[src/rtl/io_clock_pkg.sv]
// rtl/io_clock_pkg.sv - shared types and constants for IO clock recovery
// Purpose: state encoding of the recovery FSM and synchroniser depth floor.
// Ports: none (package).
package io_clock_pkg;

  typedef enum logic [1:0] {
    DISABLED,
    ARMED,
    LOCKING,
    TRACKING
  } io_clk_rec_state_t;

  localparam int IO_CLK_MIN_SYNC_STAGES = 2;

endpackage

[src/rtl/io_clock_recovery_if.sv]
// rtl/io_clock_recovery_if.sv - recovered-clock status/strobe bundle
// Purpose: carries the recovered clock level, edge/center strobes and lock
//   status from the recovery block to the serial shift logic.
// Modports: master = recovery block (drives), slave = consumer (reads).
interface io_clock_recovery_if #(
  parameter int COUNT_W = 16
);

  logic               clock_state;
  logic               first_edge;
  logic               second_edge;
  logic               first_center;
  logic               second_center;
  logic [COUNT_W-1:0] half_period;
  logic               locked;
  logic               timeout;

  modport master (
    output clock_state, first_edge, second_edge, first_center,
           second_center, half_period, locked, timeout
  );

  modport slave (
    input clock_state, first_edge, second_edge, first_center,
          second_center, half_period, locked, timeout
  );

endinterface

[src/rtl/io_sync_bit.sv]
// rtl/io_sync_bit.sv - multi-flop single-bit synchroniser
// Purpose: brings an asynchronous level into the clk domain.
// Ports: clk, rst_n (async active-low), d (async input), q (synchronised).
module io_sync_bit
  import io_clock_pkg::*;
#(
  parameter int STAGES = 2
) (
  input  logic clk,
  input  logic rst_n,
  input  logic d,
  output logic q
);

  // Depth below the floor is silently raised to keep metastability margin.
  localparam int N = (STAGES < IO_CLK_MIN_SYNC_STAGES) ? IO_CLK_MIN_SYNC_STAGES : STAGES;

  logic [N-1:0] sync_q;

  always_ff @(posedge clk or negedge rst_n) begin
    if (!rst_n) begin
      sync_q <= '0;
    end else begin
      sync_q <= {sync_q[N-2:0], d};
    end
  end

  assign q = sync_q[N-1];

endmodule

[src/rtl/io_clock_recovery.sv]
// rtl/io_clock_recovery.sv - serial clock recovery with edge/center strobes
// Purpose: synchronises sclk_in, classifies edges against the idle polarity,
//   measures the edge-to-edge interval and emits center strobes; detects
//   loss of clock through an idle timeout.
// Ports: clk, async_rst_n, clk_en, enable, default_sclk_polarity,
//   idle_timeout, sclk_in; outputs via rec (io_clock_recovery_if.master):
//   clock_state, first_edge, second_edge, first_center, second_center,
//   half_period, locked, timeout.
// Option: IO_CLOCK_RECOVERY_GLITCH_FILTER_EN - accept an edge only after the
//   new level is stable for two consecutive clk_en samples.
module io_clock_recovery
  import io_clock_pkg::*;
#(
  parameter int SYNC_STAGES = 2,
  parameter int COUNT_W     = 16
) (
  input  logic               clk,
  input  logic               async_rst_n,
  input  logic               clk_en,
  input  logic               enable,
  input  logic               default_sclk_polarity,
  input  logic [COUNT_W-1:0] idle_timeout,
  input  logic               sclk_in,
  io_clock_recovery_if.master rec
);

  io_clk_rec_state_t  state_q, state_n;
  logic               clock_state;
  logic               prev_level_q, prev_level_n;
  logic [COUNT_W-1:0] counter_q, counter_n;
  logic [COUNT_W-1:0] half_q, half_n;
  logic               last_first_q, last_first_n;
  logic               fe_q, fe_n, se_q, se_n;
  logic               fc_q, fc_n, sc_q, sc_n;
  logic               to_q, to_n;
  logic               level_stable;
  logic               edge_det;
  logic               is_first;
  logic [COUNT_W-1:0] cnt_inc;

  io_sync_bit #(.STAGES(SYNC_STAGES)) u_sync (
    .clk   (clk),
    .rst_n (async_rst_n),
    .d     (sclk_in),
    .q     (clock_state)
  );

`ifdef IO_CLOCK_RECOVERY_GLITCH_FILTER_EN
  logic last_sample_q;

  always_ff @(posedge clk or negedge async_rst_n) begin
    if (!async_rst_n) begin
      last_sample_q <= 1'b0;
    end else if (clk_en) begin
      last_sample_q <= clock_state;
    end
  end

  assign level_stable = (clock_state == last_sample_q);
`else
  assign level_stable = 1'b1;
`endif

  // prev_level holds the last accepted level, so an unaccepted pulse that
  // returns to it produces nothing.
  assign edge_det = (clock_state != prev_level_q) && level_stable;
  assign is_first = (clock_state != default_sclk_polarity);
  assign cnt_inc  = (counter_q == '1) ? counter_q : counter_q + 1'b1;

  always_ff @(posedge clk or negedge async_rst_n) begin
    if (!async_rst_n) begin
      state_q      <= DISABLED;
      prev_level_q <= 1'b0;
      counter_q    <= '0;
      half_q       <= '0;
      last_first_q <= 1'b0;
      fe_q         <= 1'b0;
      se_q         <= 1'b0;
      fc_q         <= 1'b0;
      sc_q         <= 1'b0;
      to_q         <= 1'b0;
    end else if (clk_en) begin
      state_q      <= state_n;
      prev_level_q <= prev_level_n;
      counter_q    <= counter_n;
      half_q       <= half_n;
      last_first_q <= last_first_n;
      fe_q         <= fe_n;
      se_q         <= se_n;
      fc_q         <= fc_n;
      sc_q         <= sc_n;
      to_q         <= to_n;
    end
  end

  // Center/timeout compare against cnt_inc: the counter value in the cycle
  // the registered strobe is visible, keeping them aligned to the edge strobe.
  always_comb begin
    state_n      = state_q;
    prev_level_n = prev_level_q;
    counter_n    = cnt_inc;
    half_n       = half_q;
    last_first_n = last_first_q;
    fe_n         = 1'b0;
    se_n         = 1'b0;
    fc_n         = 1'b0;
    sc_n         = 1'b0;
    to_n         = 1'b0;

    if (!enable) begin
      state_n      = DISABLED;
      prev_level_n = clock_state;
      counter_n    = '0;
    end else begin
      case (state_q)
        DISABLED: begin
          state_n      = ARMED;
          prev_level_n = clock_state;
          counter_n    = '0;
        end
        default: begin
          if (edge_det) begin
            prev_level_n = clock_state;
            counter_n    = '0;
            last_first_n = is_first;
            fe_n         = is_first;
            se_n         = !is_first;
            if (state_q == ARMED) begin
              state_n = LOCKING;
            end else begin
              state_n = TRACKING;
              half_n  = cnt_inc;
            end
          end else begin
            if ((state_q == TRACKING) && (half_q >= COUNT_W'(2)) &&
                (cnt_inc == (half_q >> 1))) begin
              fc_n = last_first_q;
              sc_n = !last_first_q;
            end
            if ((state_q != ARMED) && (idle_timeout != '0) &&
                (cnt_inc == idle_timeout)) begin
              to_n    = 1'b1;
              state_n = ARMED;
            end
          end
        end
      endcase
    end
  end

  assign rec.clock_state   = clock_state;
  assign rec.first_edge    = fe_q;
  assign rec.second_edge   = se_q;
  assign rec.first_center  = fc_q;
  assign rec.second_center = sc_q;
  assign rec.half_period   = half_q;
  assign rec.locked        = (state_q == TRACKING);
  assign rec.timeout       = to_q;

endmodule

[src/flat_wrapper.sv]
// flat-port wrapper written by rule: the top's interface ports become plain ports
module io_clock_recovery_flat import io_clock_pkg::*;
#(
  parameter int SYNC_STAGES = 2,
  parameter int COUNT_W     = 16
)
  (clk, async_rst_n, clk_en, enable, default_sclk_polarity, idle_timeout, sclk_in, rec_clock_state, rec_first_edge, rec_second_edge, rec_first_center, rec_second_center, rec_half_period, rec_locked, rec_timeout);
  io_clock_recovery_if #(.COUNT_W(COUNT_W)) rec_i ();
  input  logic clk;
  input  logic async_rst_n;
  input  logic clk_en;
  input  logic enable;
  input  logic default_sclk_polarity;
  input  logic [COUNT_W-1:0] idle_timeout;
  input  logic sclk_in;
  output wire logic [$bits(rec_i.clock_state)-1:0] rec_clock_state;
  output wire logic [$bits(rec_i.first_edge)-1:0] rec_first_edge;
  output wire logic [$bits(rec_i.second_edge)-1:0] rec_second_edge;
  output wire logic [$bits(rec_i.first_center)-1:0] rec_first_center;
  output wire logic [$bits(rec_i.second_center)-1:0] rec_second_center;
  output wire logic [$bits(rec_i.half_period)-1:0] rec_half_period;
  output wire logic [$bits(rec_i.locked)-1:0] rec_locked;
  output wire logic [$bits(rec_i.timeout)-1:0] rec_timeout;
  assign rec_clock_state = rec_i.clock_state;
  assign rec_first_edge = rec_i.first_edge;
  assign rec_second_edge = rec_i.second_edge;
  assign rec_first_center = rec_i.first_center;
  assign rec_second_center = rec_i.second_center;
  assign rec_half_period = rec_i.half_period;
  assign rec_locked = rec_i.locked;
  assign rec_timeout = rec_i.timeout;
  io_clock_recovery #(.SYNC_STAGES(SYNC_STAGES), .COUNT_W(COUNT_W)) u_core (.clk(clk), .async_rst_n(async_rst_n), .clk_en(clk_en), .enable(enable), .default_sclk_polarity(default_sclk_polarity), .idle_timeout(idle_timeout), .sclk_in(sclk_in), .rec(rec_i));
endmodule
[config.mk]
export PLATFORM = sky130hd
export DESIGN_NAME = io_clock_recovery_flat
export DESIGN_NICKNAME = d
export VERILOG_FILES = /design/src/rtl/io_clock_pkg.sv /design/src/rtl/io_clock_recovery_if.sv /design/src/rtl/io_sync_bit.sv /design/src/rtl/io_clock_recovery.sv /design/src/flat_wrapper.sv
export SDC_FILE = /design/constraint.sdc
export NUM_CORES = 1
export LEC_CHECK = 0
export BUFFER_PORTS_ARGS = -buffer_cell sky130_fd_sc_hd__buf_2
export CORE_MARGIN = 2
export CORE_UTILIZATION = 50
export DETAILED_ROUTE_END_ITERATION = 8
export PLACE_DENSITY_LB_ADDON = 0.1
export RECOVER_POWER = 50
export SLEW_MARGIN = 25
export SYNTH_ARGS = -nofsm -noshare
export SYNTH_HDL_FRONTEND = slang
export SYNTH_SLANG_ARGS = --single-unit
[constraint.sdc]
create_clock -name clk -period 3.2 [get_ports clk]
set_input_delay 0.48 -clock clk [delete_from_list [all_inputs] [get_ports clk]]
set_output_delay 0.48 -clock clk [all_outputs]
set_load 0.1 [all_outputs]
* Yosys cells after proc, flatten, opt, wreduce, memory -nomap -nowiden
Index checks and enable logic that the tools add are counted.
Storage, ports and cells: register bits after elaboration 43, bits of input ports 22, output and inout port bits 23, word-level logic and storage cells 67
Cells by class: add/sub/neg operators 1, $lt $le $gt $ge 1, equal/unequal tests 10, multiplexer cells 30, bitwise gates (word level) 2, reductions and logical operators 12
Operators by type and width (count):
- two-way mux 16 bit | 4
- two-way mux 1 bit | 22
- adder 16 x 1 -> 16 bit (second input constant) | 1
- == test 16 x 15 -> 1 bit | 1
- == test 16 bit | 1
- == test 16 bit (second input constant) | 1
- >= comparator 16 x 2 -> 1 bit (second input constant) | 1
- nonzero test 16 bit | 1
- two-way mux 2 bit | 4
- AND reduction 5 bit | 1
- logical AND 1 bit | 4
- inequality test 4 x 1 -> 1 bit (second input constant) | 1
- AND reduction 2 bit | 2
- AND reduction 4 bit | 1
- inequality test 3 x 1 -> 1 bit (second input constant) | 1
- == test 2 x 1 -> 1 bit (second input constant) | 1
- == test 2 bit (second input constant) | 1
- logical NOT 1 bit | 2
- logical NOT 2 bit | 1
- inequality test 1 bit | 2
- inequality test 2 x 1 -> 1 bit (second input constant) | 1
- inverter 1 bit | 2

* Depth between registers and ports, before layout
depth after elaboration 8, mapped depth 10, mapped depth without buffers 8

* Cells and area by module
From an unflattened synthesis, not the netlist that was laid out.
Unflattened totals: cell total of the unflattened synthesis 359, area, all modules 3186.8 um^2
By module, submodules not included:
- io_clock_recovery | instances 1, cells an instance 357, area an instance 3136.8 um^2
- io_sync_bit | instances 1, cells an instance 2, area an instance 50.0 um^2

* Worst setup path after synthesis
No wires, ideal clock.
path type flip-flop to flip-flop, start point register u_core.counter_q[1], end point register u_core.sc_q (netlist: u_core.rec.second_center), arrival time 2.697 ns, required time 3.105 ns, slack 0.407 ns, cell stages (with the launch flop) 10, buffers on the path 1, clock period less this slack 2.793 ns, path through dfrtp_1 ha_1 and4_4 buf_6 nand4_4 mux2i_4 xnor2_1 or4_1 or4_4 o32ai_2
Between the ends: word-level cells in the longest chain between the ends 8
Ends and longest elaborated chain:
- start: declaration | RTL line io_clock_recovery.sv:30 | logic [COUNT_W-1:0] counter_q, counter_n;
- start signal: assignment | RTL line io_clock_recovery.sv:85 | counter_q <= counter_n;
- adder 16 x 1 -> 16 bit / == test 16 bit (equally long branches) | RTL line io_clock_recovery.sv:68 | assign cnt_inc = (counter_q == '1) ? counter_q : counter_q + 1'b1;
- two-way mux 16 bit * | RTL line io_clock_recovery.sv:68
- == test 16 x 15 -> 1 bit * | RTL line io_clock_recovery.sv:136 | (cnt_inc == (half_q >> 1))) begin
- logical AND 1 bit * | RTL line io_clock_recovery.sv:135 | if ((state_q == TRACKING) && (half_q >= COUNT_W'(2)) &&
- two-way mux 1 bit * | RTL line io_clock_recovery.sv:135
- two-way mux 1 bit * | RTL line io_clock_recovery.sv:122 | if (edge_det) begin
- two-way mux 1 bit * | RTL line io_clock_recovery.sv:115 | case (state_q)
- two-way mux 1 bit * | RTL line io_clock_recovery.sv:110 | if (!enable) begin
- end signal: assignment | RTL line io_clock_recovery.sv:91 | sc_q <= sc_n;
- end: declaration | RTL line io_clock_recovery.sv:34 | logic fc_q, fc_n, sc_q, sc_n;
Every way passes the cells marked *; elsewhere a longest branch is shown, timed or not. A chain may end at the register's enable or synchronous reset.

* Worst setup path in the final report
Same ends and word-level chain as after synthesis.

==> out/results.ini <==
[synthesis]
synth_area_leaders=dfrtp_1 36%, nand2_1 5.0%, o21ai_0 4.7%, xor2_1 4.7%, xnor2_1 4.4%
synth-edff-count=0
synthFlopType=dfrtp_1
postSynthCellCount=334
yosysWarnings=0
ys_types=58
yosys-top-cells-count=43 x dfrtp_1, 40 x nand2_1, 28 x o21ai_0, 20 x nor4_1
ys_seq_area_share_pct=36.2
post-synth-top-area-cell=dfrtp_1
syn-cell-area_um2=2970
avgSynthCellArea_um2=8.90
syn_nets=357
yosysMostFrequentCell=dfrtp_1
async_reset_ff_share_pct=100
synth_top_cell_area_share_pct=36.2
ys_ff_latch=43

[clock_tree]
clock_latency_ns=0.30
path_clk_slew_ns=0.08
clk_path_buf_depth=2
cts.sinks=43
holdBufCountCts=0
cts_setup_buffers=0
cts_root_buffer=clkbuf_8
tritoncts=yes
cts_resized=0
cts_buffers=5
cts_max_level=2

[place]
place_area_um2=3310
port-buffer-count=44
globalplace.congestion=0.942
pre_cts_slack_ns=0.301
hpwl_mm=6.45
placedCellCount=449

[setup_path]
critPathLaunchType=flip-flop
worst_path_max_delay_cell=or4_1
critPathCaptureType=flip-flop
required_ns=3.40
cp_max_fo=11
critical_path_class=flip-flop to flip-flop
reg2reg_from=u_core.counter_q[1]
critical_path.top_delay_family=simple AND/OR/NAND/NOR gates
reg2reg_to=u_core.rec.second_center
r2r_cells=8
crit_chain=ha_1, and4_4, nand4_4, a21oi_1, xor2_1, or4_1, or4_4, o32ai_2
ff2ff_setup_slack_ns=0.24
crit_buf_inv=0
cpPeakStageDelay_ns=0.52
crit_arrival_ns=3.16

[layout]
diodes=0
fin_area_um2=3390
areaGrowthSynthToFinish_pct=14.0
fin_cells=457
fin_nets=404
drive_above_1_share_pct=21.2

[global_routing]
grt_pass1_wl_mm=13.5
grt_pass1_vias=2543
grt_max_degree=44
grtUsageTotal_pct=27.3
grt_antenna_before_repair=0
grt.overflow.total=0

[die]
die_height_um=81.1
rows=28
io_pins=45
coreArea_um2=5850
die_x_um=81.1
start_util_pct=50.8
die_area_um2=6580

[power_and_ir_drop]
p_switching_uw=464
swShare_pct=36.4
share_seq_of_total_power_pct=47.6
powerDensity_nw_per_um2=375
power_frac_comb_pct=25.2
p_int_uw=809
p_clk_share_pct=27.2
peakVddDrop_mv=0.348
p_leak_nw=1.43

[sta]
clock_skew_ns=0.0106
fin_crit_sh_pct=92.6
drv_slew=44
fmax_ghz=0.338
finalHoldViolCount=0
period_needed_ns=2.96
rsz0062_at_grt=false
slew_headroom_pct=-57.0
layout_setup_ws_ns=0.238
hold-worst-slack_ns=0.288
tns_ns=0
setup_viol_count_final=0
tightestPinTransition_ns=2.36

[detailed_routing]
vias=2804
wl_mm=8.62
first_pass_iters=5
first_iter_violations=218
post_drt_wl_per_cell_um=18.9
drcViolationCount=0
via_per_inst=6.14
detail-route-antenna-nets=0

[worst_hold_path]
min_to=u_core.u_sync.sync_q[0]
hp-class=input port to flip-flop
hold_depth=1
hold_start=sclk_in

[run_status]
status=finished with violations
violations=max-capacitance violations, max-slew violations

[job]
cap_violations=1

==> placed cells by master (no fill, tap or decap), types with 11 or more instances in the layout <==
cell type,count
buf_2,37
buf_4,21
a21oi_1,11
nand3_1,11
xnor2_1,15
nand4_1,16
xor2_1,16
dfrtp_1,43
nor4_1,20
nor2_1,13
o21ai_0,28
nand2_1,40
==> worst max path at each step <==
stage                                    from  cells past startpoint  slack, ns                        to
after floorplan           u_core.counter_q[1]                      9       0.41  u_core.rec.second_center
after global placement    u_core.counter_q[1]                      8       0.36  u_core.rec.second_center
after detailed placement  u_core.counter_q[1]                      8       0.30  u_core.rec.second_center
after CTS                 u_core.counter_q[1]                      8       0.26  u_core.rec.second_center
after global routing      u_core.counter_q[5]                     10       0.09         u_core.state_q[1]
final                     u_core.counter_q[1]                      8       0.24  u_core.rec.second_center
==> routing by layer <==
| layer | vias up | part of all wire, % | GRT usage, % |
|---|---|---|---|
| met2 | 101 | 45 | 42.1 |
| met3 | 9 | 4.9 | 3.89 |
| met4 | 0 | 1.1 | 7.29 |
| met5 | - | 0 | 0 |
| met1 | 1348 | 49 | 40.2 |
| li1 | 1346 | - | - |
==> sequential cells by signal, indices dropped and copies added (netlist names) <==
name,cells
u_core.prev_level_q,1
u_core.rec.first_edge,1
u_core.state_q,2
u_core.rec.second_edge,1
u_core.rec.timeout,1
u_core.last_first_q,1
u_core.counter_q,16
u_core.rec.half_period,16
u_core.u_sync.sync_q,2
u_core.rec.second_center,1
u_core.rec.first_center,1
==> power groups by stage <==
stage          Clock [mW]  Combinational (mW)  Sequential [mW]
2_1_floorplan           0               0.135            0.713
3_3_place_gp            0               0.319            0.615
3_5_place_dp            0               0.321            0.616
4_1_cts             0.350               0.323            0.605
5_1_grt             0.380               0.338            0.610
6_report            0.346               0.320            0.606
==> logic make-up after synthesis <==
| group | share of synthesized area [%] |
|---|---|
| buf+inv | 5.55 |
| compound gates | 18.2 |
| mux | 5.05 |
| simple gates | 24.7 |
| fa+ha+maj | 0.421 |
| xor+xnor | 9.93 |
| flops | 36.2 |
==> cell type report <==
type / instances / area, µm²
inverters: 9 / 33.8
repair buffers: 65 / 369
well taps: 75 / 93.8
clock buffers: 6 / 72.6
fillers: 522 / 2460
flip-flops and latches: 43 / 1080
multi-input cells: 257 / 1730
clock inverters: 2 / 12.5
==> through the flow <==
step                power [mW]  utilization [%]
global route              1.33             58.0
finish                    1.27             58.0
detailed placement       0.937             56.7
CTS                       1.28             58.1
global placement         0.935             56.7
floorplan                0.847                -
Note: power is estimated with default switching activity, not from simulation.
